## src/rtl/sim_kuart_endpoint.sv

```systemverilog
// -----------------------------------------------------------------------------
// sim_kuart_endpoint
//
// Byte-wide bridge between a CPU and a simulation-side "kuart" channel.
//
//   TX path : CPU writes bytes into a TX FIFO. An IDLE/GAP state machine emits
//             one byte at a time onto kuart_from_cpu with a single-cycle
//             kuart_from_cpu_valid pulse. After each emitted byte it waits
//             TX_GAP idle cycles before it emits the next one. A byte written
//             while the FIFO is empty and the engine is IDLE is forwarded on
//             the same edge, so its pulse appears on the following cycle.
//   RX path : simulation bytes are pushed into an RX FIFO whenever
//             kuart_to_cpu_valid && kuart_to_cpu_ready. The CPU reads the head
//             (first-word fall-through) and pops it with rx_re. A byte offered
//             while not ready is discarded and sets the sticky rx_dropped flag.
//
// Optional feature (macro KUART_ECHO_EN):
//   When defined, every accepted RX byte is also pushed into the TX FIFO.
//   kuart_to_cpu_ready then also requires room in the TX FIFO, and an echo
//   push takes the TX FIFO write port, so tx_ready is low in that cycle.
//
// Parameters:
//   TX_DEPTH  TX FIFO entries (power of two, 2..64)
//   RX_DEPTH  RX FIFO entries (power of two, 2..64)
//   TX_GAP    idle cycles between emitted TX bytes (0..255)
//
// Ports:
//   clk                   clock, rising edge
//   reset_n               asynchronous active-low reset
//   tx_data / tx_we       CPU byte and write strobe (accepted with tx_ready)
//   tx_ready              TX FIFO can accept a CPU byte this cycle
//   rx_data / rx_valid    RX FIFO head and non-empty flag
//   rx_re                 pop RX head (ignored when empty)
//   rx_dropped            sticky: a simulation byte was offered while not ready
//   kuart_from_cpu        last byte emitted toward the simulation
//   kuart_from_cpu_valid  one-cycle pulse per emitted byte
//   kuart_to_cpu          byte from the simulation
//   kuart_to_cpu_valid    simulation byte offered
//   kuart_to_cpu_ready    RX side can accept a byte this cycle
// -----------------------------------------------------------------------------
module sim_kuart_endpoint #(
  parameter int TX_DEPTH = 8,
  parameter int RX_DEPTH = 8,
  parameter int TX_GAP   = 4
) (
  input  logic       clk,
  input  logic       reset_n,
  input  logic [7:0] tx_data,
  input  logic       tx_we,
  output logic       tx_ready,
  output logic [7:0] rx_data,
  output logic       rx_valid,
  input  logic       rx_re,
  output logic       rx_dropped,
  output logic [7:0] kuart_from_cpu,
  output logic       kuart_from_cpu_valid,
  input  logic [7:0] kuart_to_cpu,
  input  logic       kuart_to_cpu_valid,
  output logic       kuart_to_cpu_ready
);

  localparam int TAW = $clog2(TX_DEPTH);
  localparam int RAW = $clog2(RX_DEPTH);

  localparam logic [TAW:0]   TX_FULL_CNT = (TAW+1)'(TX_DEPTH);
  localparam logic [RAW:0]   RX_FULL_CNT = (RAW+1)'(RX_DEPTH);
  localparam logic [TAW-1:0] TX_PTR_ONE  = TAW'(1);
  localparam logic [RAW-1:0] RX_PTR_ONE  = RAW'(1);
  localparam logic [TAW:0]   TX_CNT_ONE  = (TAW+1)'(1);
  localparam logic [RAW:0]   RX_CNT_ONE  = (RAW+1)'(1);
  localparam logic [7:0]     GAP_LOAD    = 8'(TX_GAP);

  typedef enum logic {
    ST_IDLE = 1'b0,
    ST_GAP  = 1'b1
  } tx_state_e;

  // ---------------------------------------------------------------------------
  // State
  // ---------------------------------------------------------------------------
  tx_state_e      state_q,     state_d;
  logic [7:0]     gap_cnt_q,   gap_cnt_d;
  logic [7:0]     from_cpu_q,  from_cpu_d;
  logic           from_vld_q,  from_vld_d;

  logic [TAW:0]   tx_cnt_q,    tx_cnt_d;
  logic [TAW-1:0] tx_wr_ptr_q, tx_wr_ptr_d;
  logic [TAW-1:0] tx_rd_ptr_q, tx_rd_ptr_d;
  logic [7:0]     tx_mem_q [TX_DEPTH];

  logic [RAW:0]   rx_cnt_q,    rx_cnt_d;
  logic [RAW-1:0] rx_wr_ptr_q, rx_wr_ptr_d;
  logic [RAW-1:0] rx_rd_ptr_q, rx_rd_ptr_d;
  logic [7:0]     rx_mem_q [RX_DEPTH];
  logic           dropped_q,   dropped_d;

  // ---------------------------------------------------------------------------
  // Handshake / flow control
  // ---------------------------------------------------------------------------
  logic       tx_not_full;
  logic       tx_empty;
  logic       rx_not_full;
  logic       echo_push;
  logic       tx_in_vld;
  logic [7:0] tx_in_byte;
  logic       rx_push;
  logic       rx_pop;

  assign tx_not_full = (tx_cnt_q != TX_FULL_CNT);
  assign tx_empty    = (tx_cnt_q == '0);
  assign rx_not_full = (rx_cnt_q != RX_FULL_CNT);

`ifdef KUART_ECHO_EN
  // An accepted RX byte must also fit into the TX FIFO.
  assign kuart_to_cpu_ready = rx_not_full && tx_not_full;
  assign echo_push          = kuart_to_cpu_valid && kuart_to_cpu_ready;
`else
  assign kuart_to_cpu_ready = rx_not_full;
  assign echo_push          = 1'b0;
`endif

  // The echo owns the TX write port in the cycle it pushes.
  assign tx_ready   = tx_not_full && !echo_push;
  assign tx_in_vld  = echo_push || (tx_we && tx_ready);
  assign tx_in_byte = echo_push ? kuart_to_cpu : tx_data;

  assign rx_push    = kuart_to_cpu_valid && kuart_to_cpu_ready;
  assign rx_valid   = (rx_cnt_q != '0);
  assign rx_pop     = rx_re && rx_valid;
  assign rx_data    = rx_mem_q[rx_rd_ptr_q];

  // ---------------------------------------------------------------------------
  // TX engine: output logic
  // ---------------------------------------------------------------------------
  logic       emit;
  logic       bypass;
  logic [7:0] emit_byte;
  logic       tx_push;
  logic       tx_pop;

  always_comb begin
    emit      = 1'b0;
    bypass    = 1'b0;
    emit_byte = tx_mem_q[tx_rd_ptr_q];
    if (state_q == ST_IDLE) begin
      if (!tx_empty) begin
        emit = 1'b1;
      end else if (tx_in_vld) begin
        // Empty FIFO: forward the incoming byte straight to the output
        // register instead of storing it, which gives one-cycle latency.
        emit      = 1'b1;
        bypass    = 1'b1;
        emit_byte = tx_in_byte;
      end
    end
  end

  assign tx_push = tx_in_vld && !bypass;
  assign tx_pop  = emit && !bypass;

  // ---------------------------------------------------------------------------
  // TX engine: next-state logic
  // ---------------------------------------------------------------------------
  always_comb begin
    state_d   = state_q;
    gap_cnt_d = gap_cnt_q;
    case (state_q)
      ST_IDLE: begin
        if (emit && (TX_GAP != 0)) begin
          state_d   = ST_GAP;
          gap_cnt_d = GAP_LOAD;
        end
      end
      ST_GAP: begin
        gap_cnt_d = gap_cnt_q - 8'd1;
        if (gap_cnt_q == 8'd1) begin
          state_d = ST_IDLE;
        end
      end
      default: begin
        state_d   = ST_IDLE;
        gap_cnt_d = 8'd0;
      end
    endcase
  end

  // ---------------------------------------------------------------------------
  // Datapath next values
  // ---------------------------------------------------------------------------
  always_comb begin
    from_cpu_d  = emit ? emit_byte : from_cpu_q;
    from_vld_d  = emit;

    tx_wr_ptr_d = tx_push ? (tx_wr_ptr_q + TX_PTR_ONE) : tx_wr_ptr_q;
    tx_rd_ptr_d = tx_pop  ? (tx_rd_ptr_q + TX_PTR_ONE) : tx_rd_ptr_q;
    tx_cnt_d    = tx_cnt_q;
    if (tx_push && !tx_pop) begin
      tx_cnt_d = tx_cnt_q + TX_CNT_ONE;
    end else if (!tx_push && tx_pop) begin
      tx_cnt_d = tx_cnt_q - TX_CNT_ONE;
    end

    rx_wr_ptr_d = rx_push ? (rx_wr_ptr_q + RX_PTR_ONE) : rx_wr_ptr_q;
    rx_rd_ptr_d = rx_pop  ? (rx_rd_ptr_q + RX_PTR_ONE) : rx_rd_ptr_q;
    rx_cnt_d    = rx_cnt_q;
    if (rx_push && !rx_pop) begin
      rx_cnt_d = rx_cnt_q + RX_CNT_ONE;
    end else if (!rx_push && rx_pop) begin
      rx_cnt_d = rx_cnt_q - RX_CNT_ONE;
    end

    dropped_d = dropped_q || (kuart_to_cpu_valid && !kuart_to_cpu_ready);
  end

  // ---------------------------------------------------------------------------
  // State register
  // ---------------------------------------------------------------------------
  always_ff @(posedge clk or negedge reset_n) begin
    if (!reset_n) begin
      state_q     <= ST_IDLE;
      gap_cnt_q   <= 8'd0;
      from_cpu_q  <= 8'h00;
      from_vld_q  <= 1'b0;
      tx_cnt_q    <= '0;
      tx_wr_ptr_q <= '0;
      tx_rd_ptr_q <= '0;
      rx_cnt_q    <= '0;
      rx_wr_ptr_q <= '0;
      rx_rd_ptr_q <= '0;
      dropped_q   <= 1'b0;
    end else begin
      state_q     <= state_d;
      gap_cnt_q   <= gap_cnt_d;
      from_cpu_q  <= from_cpu_d;
      from_vld_q  <= from_vld_d;
      tx_cnt_q    <= tx_cnt_d;
      tx_wr_ptr_q <= tx_wr_ptr_d;
      tx_rd_ptr_q <= tx_rd_ptr_d;
      rx_cnt_q    <= rx_cnt_d;
      rx_wr_ptr_q <= rx_wr_ptr_d;
      rx_rd_ptr_q <= rx_rd_ptr_d;
      dropped_q   <= dropped_d;
    end
  end

  // FIFO storage carries no reset; the pointers/counts define what is valid.
  always_ff @(posedge clk) begin
    if (tx_push) begin
      tx_mem_q[tx_wr_ptr_q] <= tx_in_byte;
    end
    if (rx_push) begin
      rx_mem_q[rx_wr_ptr_q] <= kuart_to_cpu;
    end
  end

  assign kuart_from_cpu       = from_cpu_q;
  assign kuart_from_cpu_valid = from_vld_q;
  assign rx_dropped           = dropped_q;

endmodule

```

## config.mk

```make
export PLATFORM = sky130hd
export DESIGN_NAME = sim_kuart_endpoint
export DESIGN_NICKNAME = d
export VERILOG_FILES = /design/src/rtl/sim_kuart_endpoint.sv
export SDC_FILE = /design/constraint.sdc
export NUM_CORES = 1
export LEC_CHECK = 0
export BUFFER_PORTS_ARGS = -buffer_cell sky130_fd_sc_hd__buf_2
export CAP_MARGIN = 10
export CORE_ASPECT_RATIO = 0.6
export CORE_MARGIN = 10
export CORE_UTILIZATION = 60
export DETAILED_ROUTE_END_ITERATION = 6
export PLACE_DENSITY_LB_ADDON = 0.25
export RECOVER_POWER = 100
export SLEW_MARGIN = 30
export SYNTH_ARGS = -nofsm -noshare
export SYNTH_HDL_FRONTEND = slang
export SYNTH_SLANG_ARGS = --single-unit
```

## constraint.sdc

```tcl
create_clock -name clk -period 4.5 [get_ports clk]
set_clock_uncertainty 0.1 [all_clocks]
set_input_delay 0.675 -clock clk [delete_from_list [all_inputs] [get_ports clk]]
set_output_delay 0.675 -clock clk [all_outputs]
set_load 0.02 [all_outputs]
```

## Yosys cells after proc, flatten, opt, wreduce, memory -nomap -nowiden

Memories as Yosys holds them, arrays and structs flattened.
Cells that the tools add are included.

| word-level totals | value |
|---|---|
| register bits after elaboration | 39 |
| memory bits (writable) | 128 |
| output and inout bits | 21 |
| memories | 2 |

| cells by class | value |
|---|---|
| add/subtract/negate cells | 9 |
| eq/ne operators | 4 |
| muxes and demuxes | 21 |
| bitwise operators | 1 |
| reductions and logical operators | 21 |

Memories:

| name | depth | bits a word | rd ports | clocked after Yosys merged registers in | write ports | line | RTL |
|---|---|---|---|---|---|---|---|
| rx_mem_q | 8 | 8 | 1 | 0 | 1 | 94 | `logic [7:0] rx_mem_q [RX_DEPTH];` |
| tx_mem_q | 8 | 8 | 1 | 0 | 1 | 89 | `logic [7:0] tx_mem_q [TX_DEPTH];` |

Operators with widths:

| kind | number |
|---|---|
| 8-bit two-way mux | 4 |
| 4-bit two-way mux | 4 |
| 8-bit case mux with 2 select lines | 1 |
| 3-bit by 1-bit adder with 3-bit output, second input constant | 4 |
| 1-bit two-way mux | 11 |
| 1-bit logical AND | 10 |
| 4-bit by 1-bit adder with 4-bit output, second input constant | 2 |
| 8-bit by 1-bit == test with 1-bit output, second input constant | 1 |
| 4-bit != test, second input constant | 2 |
| 4-bit by 1-bit subtractor with 4-bit output, second input constant | 2 |
| 8-bit by 1-bit subtractor with 8-bit output, second input constant | 1 |
| 1-bit logical NOT | 6 |
| 4-bit logical NOT | 1 |
| 2-bit nonzero test | 2 |
| 4-bit nonzero test | 1 |
| 2-bit != test, second input constant | 1 |
| 1-bit case mux with 2 select lines | 1 |
| 1-bit logical OR | 1 |
| 1-bit NOT | 1 |

## Logic depth before layout (Yosys ltp)

Gate-level depths: netlist of run 1.

| logic depth | value |
|---|---|
| depth after elaboration | 11 |
| mapped depth | 11 |
| depth with buffers taken out | 11 |

## Least setup slack after synthesis of run 1

OpenSTA, ideal clock, no wires.

| timing | value |
|---|---|
| path type | register to register |
| start point | register rx_cnt_q[0] |
| end point | register rx_cnt_q[3] |
| data arrival time | 2,516 ps |
| required time | 4,264 ps |
| setup slack | 1,748 ps |
| cell stages (with the launch flop) | 11 |
| cell sequence | dfrtp_1 -> nor4b_1 -> inv_1 -> nand2_1 -> inv_1 -> ha_1 -> inv_1 -> ha_1 -> a21o_1 -> a2111oi_0 -> o31ai_1 |

| on the way | value |
|---|---|
| cells in the longest elaborated chain, start to end | 5 |
| elaborated cells between the ends (all ways) | 13 |
| those cells by class | add/sub: 2; eq/ne: 1; mux: 2; reduce/logical: 8 |

Ends and longest elaborated chain:

| what | line | RTL |
|---|---|---|
| from (decl) | 91 | `logic [RAW:0] rx_cnt_q, rx_cnt_d;` |
| from (signal assigned) | 239 | `rx_cnt_q <= rx_cnt_d;` |
| 4-bit != test * | 111 | `assign rx_not_full = (rx_cnt_q != RX_FULL_CNT);` |
| via kuart_to_cpu_ready | 59 | `output logic kuart_to_cpu_ready` |
| 1-bit logical AND * | 127 | `assign rx_push = kuart_to_cpu_valid && kuart_to_cpu_ready;` |
| via rx_push | 106 | `logic rx_push;` |
| 1-bit logical NOT | 208 | `end else if (!rx_push && rx_pop) begin` |
| 1-bit logical AND | 208 |  |
| 2-bit nonzero test (no line) | n/a |  |

Mark *: on every way through the listed nets, which the timed path passes. The rest lies on a longest branch. The select of a mux whose other input is x is not followed.
A chain may end at the register's enable or synchronous reset.

## Worst setup path after layout of run 1

| timing | value |
|---|---|
| start point | register tx_cnt_q[0] |
| end point | register from_cpu_q[5] (netlist: kuart_from_cpu[5]) |

| on the way | value |
|---|---|
| cells in the longest elaborated chain, start to end | 5 |
| elaborated cells between the ends (all ways) | 9 |
| those cells by class | eq/ne: 1; mux: 6; reduce/logical: 2 |

Ends and longest elaborated chain:

| what | line | RTL |
|---|---|---|
| from (decl) | 86 | `logic [TAW:0] tx_cnt_q, tx_cnt_d;` |
| from (signal assigned) | 236 | `tx_cnt_q <= tx_cnt_d;` |
| 4-bit != test | 109 | `assign tx_not_full = (tx_cnt_q != TX_FULL_CNT);` |
| 1-bit logical AND | 124 | `assign tx_in_vld = echo_push \|\| (tx_we && tx_ready);` |
| 8-bit two-way mux / 1-bit two-way mux (equally long branches) | 148 | `end else if (tx_in_vld) begin` |
| 8-bit two-way mux / 1-bit two-way mux (equally long branches) | 146 | `if (!tx_empty) begin` |
| 8-bit two-way mux / 1-bit two-way mux (equally long branches) | 145 | `if (state_q == ST_IDLE) begin` |
| to (signal assigned) | 234 | `from_cpu_q <= from_cpu_d;` |
| to (decl) | 83 | `logic [7:0] from_cpu_q, from_cpu_d;` |

Several ways; a longest one is shown, not always the timed one.

==> run metrics, run 1 <==
status complete, but fails checks; failing checks max-capacitance violations, max-slew violations; Final Non-Filler Cells 622; Fillers 753; Comb power frac 0.267; Resized cells post-CTS 0; ranking of synthesized cells by area edfxtp_1 (55%), dfrtp_1 (14%), mux4_2 (10%), mux2_2 (2.3%), ha_1 (2.0%); relative slew slack -0.6606; asr flop ratio synth 0.2335; Max FO, Critical Path 19; hold path startpoint rx_dropped$_DFF_PN0_; most used flip-flop cell after synthesis edfxtp_1; CTS tree yes; fmax 267.3 MHz; gr usage total 0.1711; max_cap viols 2; worst skew pair latency 420 ps; Tmin final 3742 ps; Seq pwr share 0.463; antenna violation net count after detailed routing 0; Worst Slack Setup Final 758.2 ps; die width 159.0 µm; initial antenna violation count 1; CP Data Arrival Time 3940 ps; vias per cell 6.066; RSZ-0062 raised after global routing no; Routed wire per std cell 21.43 µm; sequential share of the synthesized area 0.6932; first-pass GRT wire length 21.18 mm; Placed Instances 589; setup tns final 0 ps; Final Hold Viols 0; Pre-antenna DRT Iters 5; #FFs+latches synth 167; synth-to-layout area growth 11.95%; count leader, synth edfxtp_1; die area 16440 µm²; CP Capture Type flip-flop; critical path startpoint tx_cnt_q[0]$_DFFE_PN0P_; Lkg Pwr 2.673 nW; post-synthesis cell area 6953 µm²; Synth cell types 45; ratio of cells with drive above 1 in the final layout 0.1800; worst r2r src tx_cnt_q[0]$_DFFE_PN0P_; worst path required time 4700 ps; Total Wirelength 13.33 mm; syn avg cell area around 17 µm²; # DRC 0; final total power 5.143 mW; total CTS buffers 17; Worst-path clk slew ~60 ps; max-slew violation total from the final report 60; root buffer selected by CTS clkbuf_16; Ys Warns 0; worst hold-check path type flip-flop to flip-flop; commonest cells in the netlist edfxtp_1 (128), dfrtp_1 (39), mux4_2 (32); P_int 3.461 mW; share of the synthesized area in the top cell type 0.5528; Buffers on Ports 41; final setup violation count 0; nets 482; Synthesized Nets between 400 and 500; largest net degree at the start of global routing 40; post-DP HPWL 8.651 mm; Initial Utilization 0.6154; Sw Share 0.3271; pre-CTS setup slack 1584 ps; area leader, netlist edfxtp_1; power density over cell area 660.8 nW/µm²; cell row count 30; crit path kind flip-flop to flip-flop; Top-Level Pins 42; GPL Wtd Cong 0.7975; via count 3773; core area 11300 µm²; global route total overflow 0; number of DRC markers in iteration 0 322; maximum root-to-sink buffer count 2; Clk pwr share 0.270; clk sinks 167; Die H 103.4 µm; Tcrit/Tclk final 0.8315; NetSw 1.683 mW; Post-synth EDFFs roughly 130; H-tree depth 4; CP Launch Type flip-flop; Least-Margin Pin Slew roughly 2500 ps; VDD IR max 0.0003891 V; fin util 0.6889; CTS Hold Bufs 0; Mapped Cells 400; Setup Buffers After CTS 0; number of global-route vias before repair 3717
-- logic make-up (layout without fill, tap and decap cells) --
logic type / count (synthesis) / after routing / share of synthesized area
DFF: 167 / 167 / 0.6932
adders and majority gates: 13 / 13 / 0.02555
xor gates and xnor gates: 15 / 15 / 0.01889
other: 0 / 1 / 0
AOI/OAI and AO/OA: 37 / 37 / 0.03995
and+or+nand+nor: 82 / 82 / 0.05867
muxes: 58 / 58 / 0.1436
buffers and inverters: 28 / 89 / 0.02015
-- cells in the final DEF, fill, tap and decap left out, drive strengths merged, types with 3 or more instances in the layout --
master,count
o21ai,10
buf,4
edfxtp,128
nor2,15
xnor2,10
nor3,22
clkbuf,60
mux2,14
mux2i,12
a21o,3
a221o,8
nor4,5
xor2,5
dfrtp,39
nand2,22
mux4,32
clkinv,8
a21oi,6
ha,11
inv,15
nand3,3
nand2b,7
-- final timing paths --
kind                                                  to  slack [ps]  cells past startpoint
max                        kuart_from_cpu[5]$_DFFE_PN0P_         760                      4
min                                 rx_dropped$_DFF_PN0_         360                      1
max reg2reg                kuart_from_cpu[5]$_DFFE_PN0P_         760                      4
min reg2reg                         rx_dropped$_DFF_PN0_         360                      1
max in group asynchronous     tx_rd_ptr_q[0]$_DFFE_PN0P_        2050                      1
min in group asynchronous        tx_cnt_q[0]$_DFFE_PN0P_         810                      1
-- metal layers --
metal  wire length [µm]  track usage
met5                  0            0
met4                192      0.06308
met3               1010      0.05178
met2               5868       0.2420
met1               6258       0.2463
-- flip-flops by register name (all words and copies together), names as in the netlist --
name / count
kuart_from_cpu: 8
rx_mem_q: 64
tx_cnt_q: 4
gap_cnt_q: 8
state_q: 1
tx_mem_q: 64
rx_dropped: 1
kuart_from_cpu_valid: 1
tx_rd_ptr_q: 3
rx_cnt_q: 4
rx_wr_ptr_q: 3
tx_wr_ptr_q: 3
rx_rd_ptr_q: 3
-- layout make-up --
class / instances / area [µm²] / share of cell area
Sequential cell: 167 / 4821 / 0.6194
Inverter: 10 / 37.54 / 0.004822
Multi-Input combinational cell: 205 / 1972 / 0.2533
Antenna cell: 1 / 2.502 / 0.0003215
Clock buffer: 17 / 425.4 / 0.05465
Timing Repair Buffer: 47 / 181.4 / 0.02331
Clock inverter: 15 / 143.9 / 0.01849
Tap cell: 160 / 200.2 / 0.02572
-- power by group through the flow --
stage | Clock, mW | Sequential, mW | Combinational, mW
2_1_floorplan | 0 | 2.24 | 1.18
3_3_place_gp | 0 | 2.39 | 1.38
3_5_place_dp | 0 | 2.42 | 1.43
4_1_cts | 1.41 | 2.39 | 1.44
5_1_grt | 1.47 | 2.45 | 1.51
6_report | 1.39 | 2.38 | 1.37
-- critical path, cell delays in order, from the launching register on --
cell and delay [ps]:
dfrtp_1 470, or4_1 610, o21ai_0 1870, nor3_1 200, a221o_1 360
-- metrics by stage --
step	cell area, µm²	hold slack [ps]
after floorplan	6953	279.4
after global placement	7301	337.0
after detailed placement	7312	348.5
after CTS	7881	323.1
after global routing	7781	368.8
final	7784	359.1
(Power assumes the default switching activity.)
==> inputs of run 2 (changes only) <==
--- a/config.mk
+++ b/config.mk
@@ -5,11 +5,12 @@
 export SDC_FILE = /design/constraint.sdc
 export NUM_CORES = 1
 export LEC_CHECK = 0
+export ABC_AREA = 1
 export BUFFER_PORTS_ARGS = -buffer_cell sky130_fd_sc_hd__buf_2
 export CAP_MARGIN = 10
 export CORE_ASPECT_RATIO = 0.6
 export CORE_MARGIN = 10
-export CORE_UTILIZATION = 60
+export CORE_UTILIZATION = 55
 export DETAILED_ROUTE_END_ITERATION = 6
 export PLACE_DENSITY_LB_ADDON = 0.25
 export RECOVER_POWER = 100
==> constraint.sdc (replaced) <==
create_clock -name clk -period 3.4 [get_ports clk]
set_clock_uncertainty 0.1 [all_clocks]
set_input_delay 0.51 -clock clk [delete_from_list [all_inputs] [get_ports clk]]
set_output_delay 0.51 -clock clk [all_outputs]
set_load 0.02 [all_outputs]
==> run metrics, run 2 <==
post-DP HPWL 10.20 mm (was 8.651 mm); fmax 350.5 MHz; ranking of synthesized cells by area edfxtp_1 (54%), dfrtp_1 (14%), nand2_1 (8.7%), nand3_1 (4.8%), mux2i_1 (2.3%) (was edfxtp_1 (55%), dfrtp_1 (14%), mux4_2 (10%), mux2_2 (2.3%), ha_1 (2.0%)); #FFs+latches synth 167 (unchanged); P_int 4.296 mW (was 3.461 mW); Synth Area in Adders 0.02508 (was 0.02555); met3 WL post-DR 1.056 mm (was 1.010 mm); failing checks max-capacitance violations, max-slew violations (unchanged); RSZ-0062 raised after global routing no (unchanged); ratio of cells with drive above 1 in the final layout 0.07036 (was 0.1800); worst r2r src tx_cnt_q[0]$_DFFE_PN0P_ (unchanged); crit path kind flip-flop to output pin (was flip-flop to flip-flop); area leader, netlist edfxtp_1 (unchanged); Mapped Cells 610 (was 400); commonest cells after routing, fill and taps aside nand2_1 (168), edfxtp_1 (128), nand3_1 (69) (was edfxtp_1 (128), clkbuf_1 (43), dfrtp_1 (38)); cell mode on critical path nand2_1; Initial Utilization 0.5565 (was 0.6154); # DRC 0 (unchanged); critical path startpoint rx_rd_ptr_q[1]$_DFFE_PN0P_ (was tx_cnt_q[0]$_DFFE_PN0P_); first-pass GRT wire length 25.39 mm (was 21.18 mm); CP peak stage delay 930 ps (was 1870 ps); worst path required time 2790 ps (was 4700 ps); global route total overflow 0 (unchanged); clk sinks 167 (unchanged); NetSw 2.083 mW (was 1.683 mW); asr flop ratio synth 0.2335 (unchanged); Post-Layout Inst Area 7969 µm² (was 7784 µm²); DR top layer met4 (unchanged); critical path cell sequence o21ai_0 -> o22ai_1 -> nand2_1 -> nand2_1 -> clkbuf_1 (was or4_1 -> o21ai_0 -> nor3_1 -> a221o_1); Routed wire per std cell 18.79 µm (was 21.43 µm); Resized cells post-CTS 0 (unchanged); status complete, but fails checks (unchanged); Pre-antenna DRT Iters 5 (unchanged); Buffers on Ports 41 (unchanged); top flop regs rx_mem_q: 64 flops, tx_mem_q: 64 flops (unchanged); Top-Level Pins 42 (unchanged); max-slew violation total from the final report 40 (was 60); Tcrit/Tclk final 0.8392; most used flip-flop cell after synthesis edfxtp_1 (unchanged); root buffer selected by CTS clkbuf_16 (unchanged); commonest cells in the netlist nand2_1 (165), edfxtp_1 (128), nand3_1 (68) (was edfxtp_1 (128), dfrtp_1 (39), mux4_2 (32)); die area 17970 µm² (was 16440 µm²); synth-to-layout area growth 12.47% (was 11.95%); sequential share of the synthesized area 0.6802 (was 0.6932); post-synthesis xor/xnor area fraction 0.01483 (was 0.01890); Clk pwr share 0.325 (was 0.270); VDD IR max 0.0004574 V (was 0.0003891 V); Seq pwr share 0.435 (was 0.463); worst hold-check path type primary input to flip-flop (was flip-flop to flip-flop); Worst R2R Path Depth 7 (was 4); core area 12730 µm² (was 11300 µm²); nets 689 (was 482); CTS tree yes (unchanged); CP Data Arrival Time 2240 ps (was 3940 ps); Post-Synth Simple-Gate Area 0.1784 (was 0.05866); power density over cell area 800.5 nW/µm² (was 660.8 nW/µm²); via count 4675 (was 3773); GPL Wtd Cong 0.8241 (was 0.7975); Synth cell types 35 (was 45); CP top delay family flip-flops (was compound AO/OA/AOI/OAI gates); Ys Warns 0 (unchanged); vias per cell 5.579 (was 6.066); max_cap viols 1 (was 2); relative slew slack -0.5615 (was -0.6606); Total Wirelength 15.75 mm (was 13.33 mm); dpl cell area 7443 µm² (was 7312 µm²); setup tns final 0 ps (unchanged); initial antenna violation count 0 (was 1); Setup Buffers After CTS 0 (unchanged); die width 166.5 µm (was 159.0 µm); Worst Setup EP rx_data[3] (was kuart_from_cpu[5]$_DFFE_PN0P_); share of the synthesized area in the top cell type 0.5425 (was 0.5528); H-tree depth 4 (unchanged); Tmin final 2853 ps; Storage cell area 4820 µm² (was 4821 µm²); CTS Hold Bufs 0 (unchanged); n_diodes 0 (was 1); CP Launch Type flip-flop (unchanged); post-synthesis mux area share 0.02419 (was 0.1436); pre-CTS setup slack 1047 ps (was 1584 ps); area occupied by multi-input gates 1981 µm² (was 1972 µm²); instance count on the critical path 5 (was 4); syn avg cell area 11.62 µm² (was 17.38 µm²); Least-Margin Pin Slew 2342 ps (was 2465 ps); WL met1 7.229 mm (was 6.258 mm); Synthesized Nets 644 (was 434); Max FO, Critical Path 34 (was 19); CP Capture Type output pin (was flip-flop); Die H 107.9 µm (was 103.4 µm); number of global-route vias before repair 4675 (was 3717); antenna violation net count after detailed routing 0 (unchanged); Worst-path clk slew 70 ps (was 60 ps); Sw Share 0.3265 (was 0.3271); Synth Area in Compound Gates 0.04450 (was 0.03995); CP max stage cell dfrtp_1 (was o21ai_0); count leader, synth nand2_1 (was edfxtp_1); post-synthesis cell area 7086 µm² (was 6953 µm²); WP buf/inv 1 (was 0); Fillers 1004 (was 753); worst skew pair latency 420 ps (about the same); Worst Slack Setup Final 546.7 ps (was 758.2 ps); largest family of logic cells by synthesized area simple AND/OR/NAND/NOR gates (was multiplexers); Lkg Pwr 3.158 nW (was 2.673 nW); reg2reg setup slack 650 ps (was 760 ps); commonest non-fill, non-tap cell in the layout nand2_1 (was edfxtp_1); maximum root-to-sink buffer count 2 (unchanged); number of DRC markers in iteration 0 415 (was 322); total CTS buffers 17 (unchanged); routed wl met2 7.385 mm (was 5.868 mm); FF-to-FF End tx_mem_q[2][6]$_DFFE_PP_ (was kuart_from_cpu[5]$_DFFE_PN0P_); gr usage total 0.1796 (was 0.1711); cell row count 32 (was 30); Final Hold Viols 0 (unchanged); final setup violation count 0 (unchanged); Comb power frac 0.240 (was 0.267); Post-synth EDFFs 128 (unchanged); largest net degree at the start of global routing 40 (unchanged)
==> run 2: worst min-delay path by stage <==
stage	start	end	slack [ps]	cells past startpoint
global placement	kuart_from_cpu[1]$_DFFE_PN0P_	kuart_from_cpu[1]$_DFFE_PN0P_	360	2
detailed placement	kuart_from_cpu[2]$_DFFE_PN0P_	kuart_from_cpu[2]$_DFFE_PN0P_	370	2
finish	kuart_to_cpu_valid	rx_dropped$_DFF_PN0_	270	3
floorplan	reset_n	gap_cnt_q[0]$_DFFE_PN0P_	110	0
CTS	reset_n	gap_cnt_q[1]$_DFFE_PN0P_	180	1
global route	kuart_to_cpu_valid	rx_dropped$_DFF_PN0_	280	3
==> run 2: power groups by stage <==
stage               combinational, mW  sequential [mW]  clock, mW
floorplan                        1.19             2.72          0
global placement                 1.52             2.79          0
detailed placement               1.59             2.81          0
CTS                              1.61             2.77       2.10
global route                     1.71             2.81       2.18
finish                           1.53             2.78       2.07
==> run 2: cell families after synthesis <==
kind of cell / count (synthesis)
buf+inv: 54
xor+xnor: 12
compound gates: 56
fa+ha+maj: 13
mux: 17
flops: 167
simple gates: 291
==> run 2: stage by stage <==
step / total power [mW] / util / instances / hold slack (ps)
6_report: 6.379 / 0.6259 / 838 / 271.1
5_1_grt: 6.709 / 0.6259 / 838 / 281.0
4_1_cts: 6.481 / 0.6349 / 838 / 179.3
3_5_place_dp: 4.397 / 0.5846 / 806 / 366.0
3_3_place_gp: 4.313 / 0.5846 / 806 / 357.2
2_1_floorplan: 3.907 / - / 610 / 114.4
==> run 2: layer usage <==
layer	GRT usage	vias to the layer above
met1	0.2491	2290
li1	-	2205
met2	0.2765	174
met5	0	-
met4	0.04869	0
met3	0.04705	6
==> run 2: layout make-up <==
type	count	area share
Clock buffer	17	0.05338
Multi-Input combinational cell	389	0.2485
Clock inverter	15	0.02701
Tap cell	170	0.02669
Sequential cell	167	0.6048
Timing Repair Buffer	48	0.02449
Inverter	32	0.01507
==> run 2: worst min-delay path, stage by stage <==
cell and delay (ps):
buf_2 110, inv_1 50, o21bai_1 70
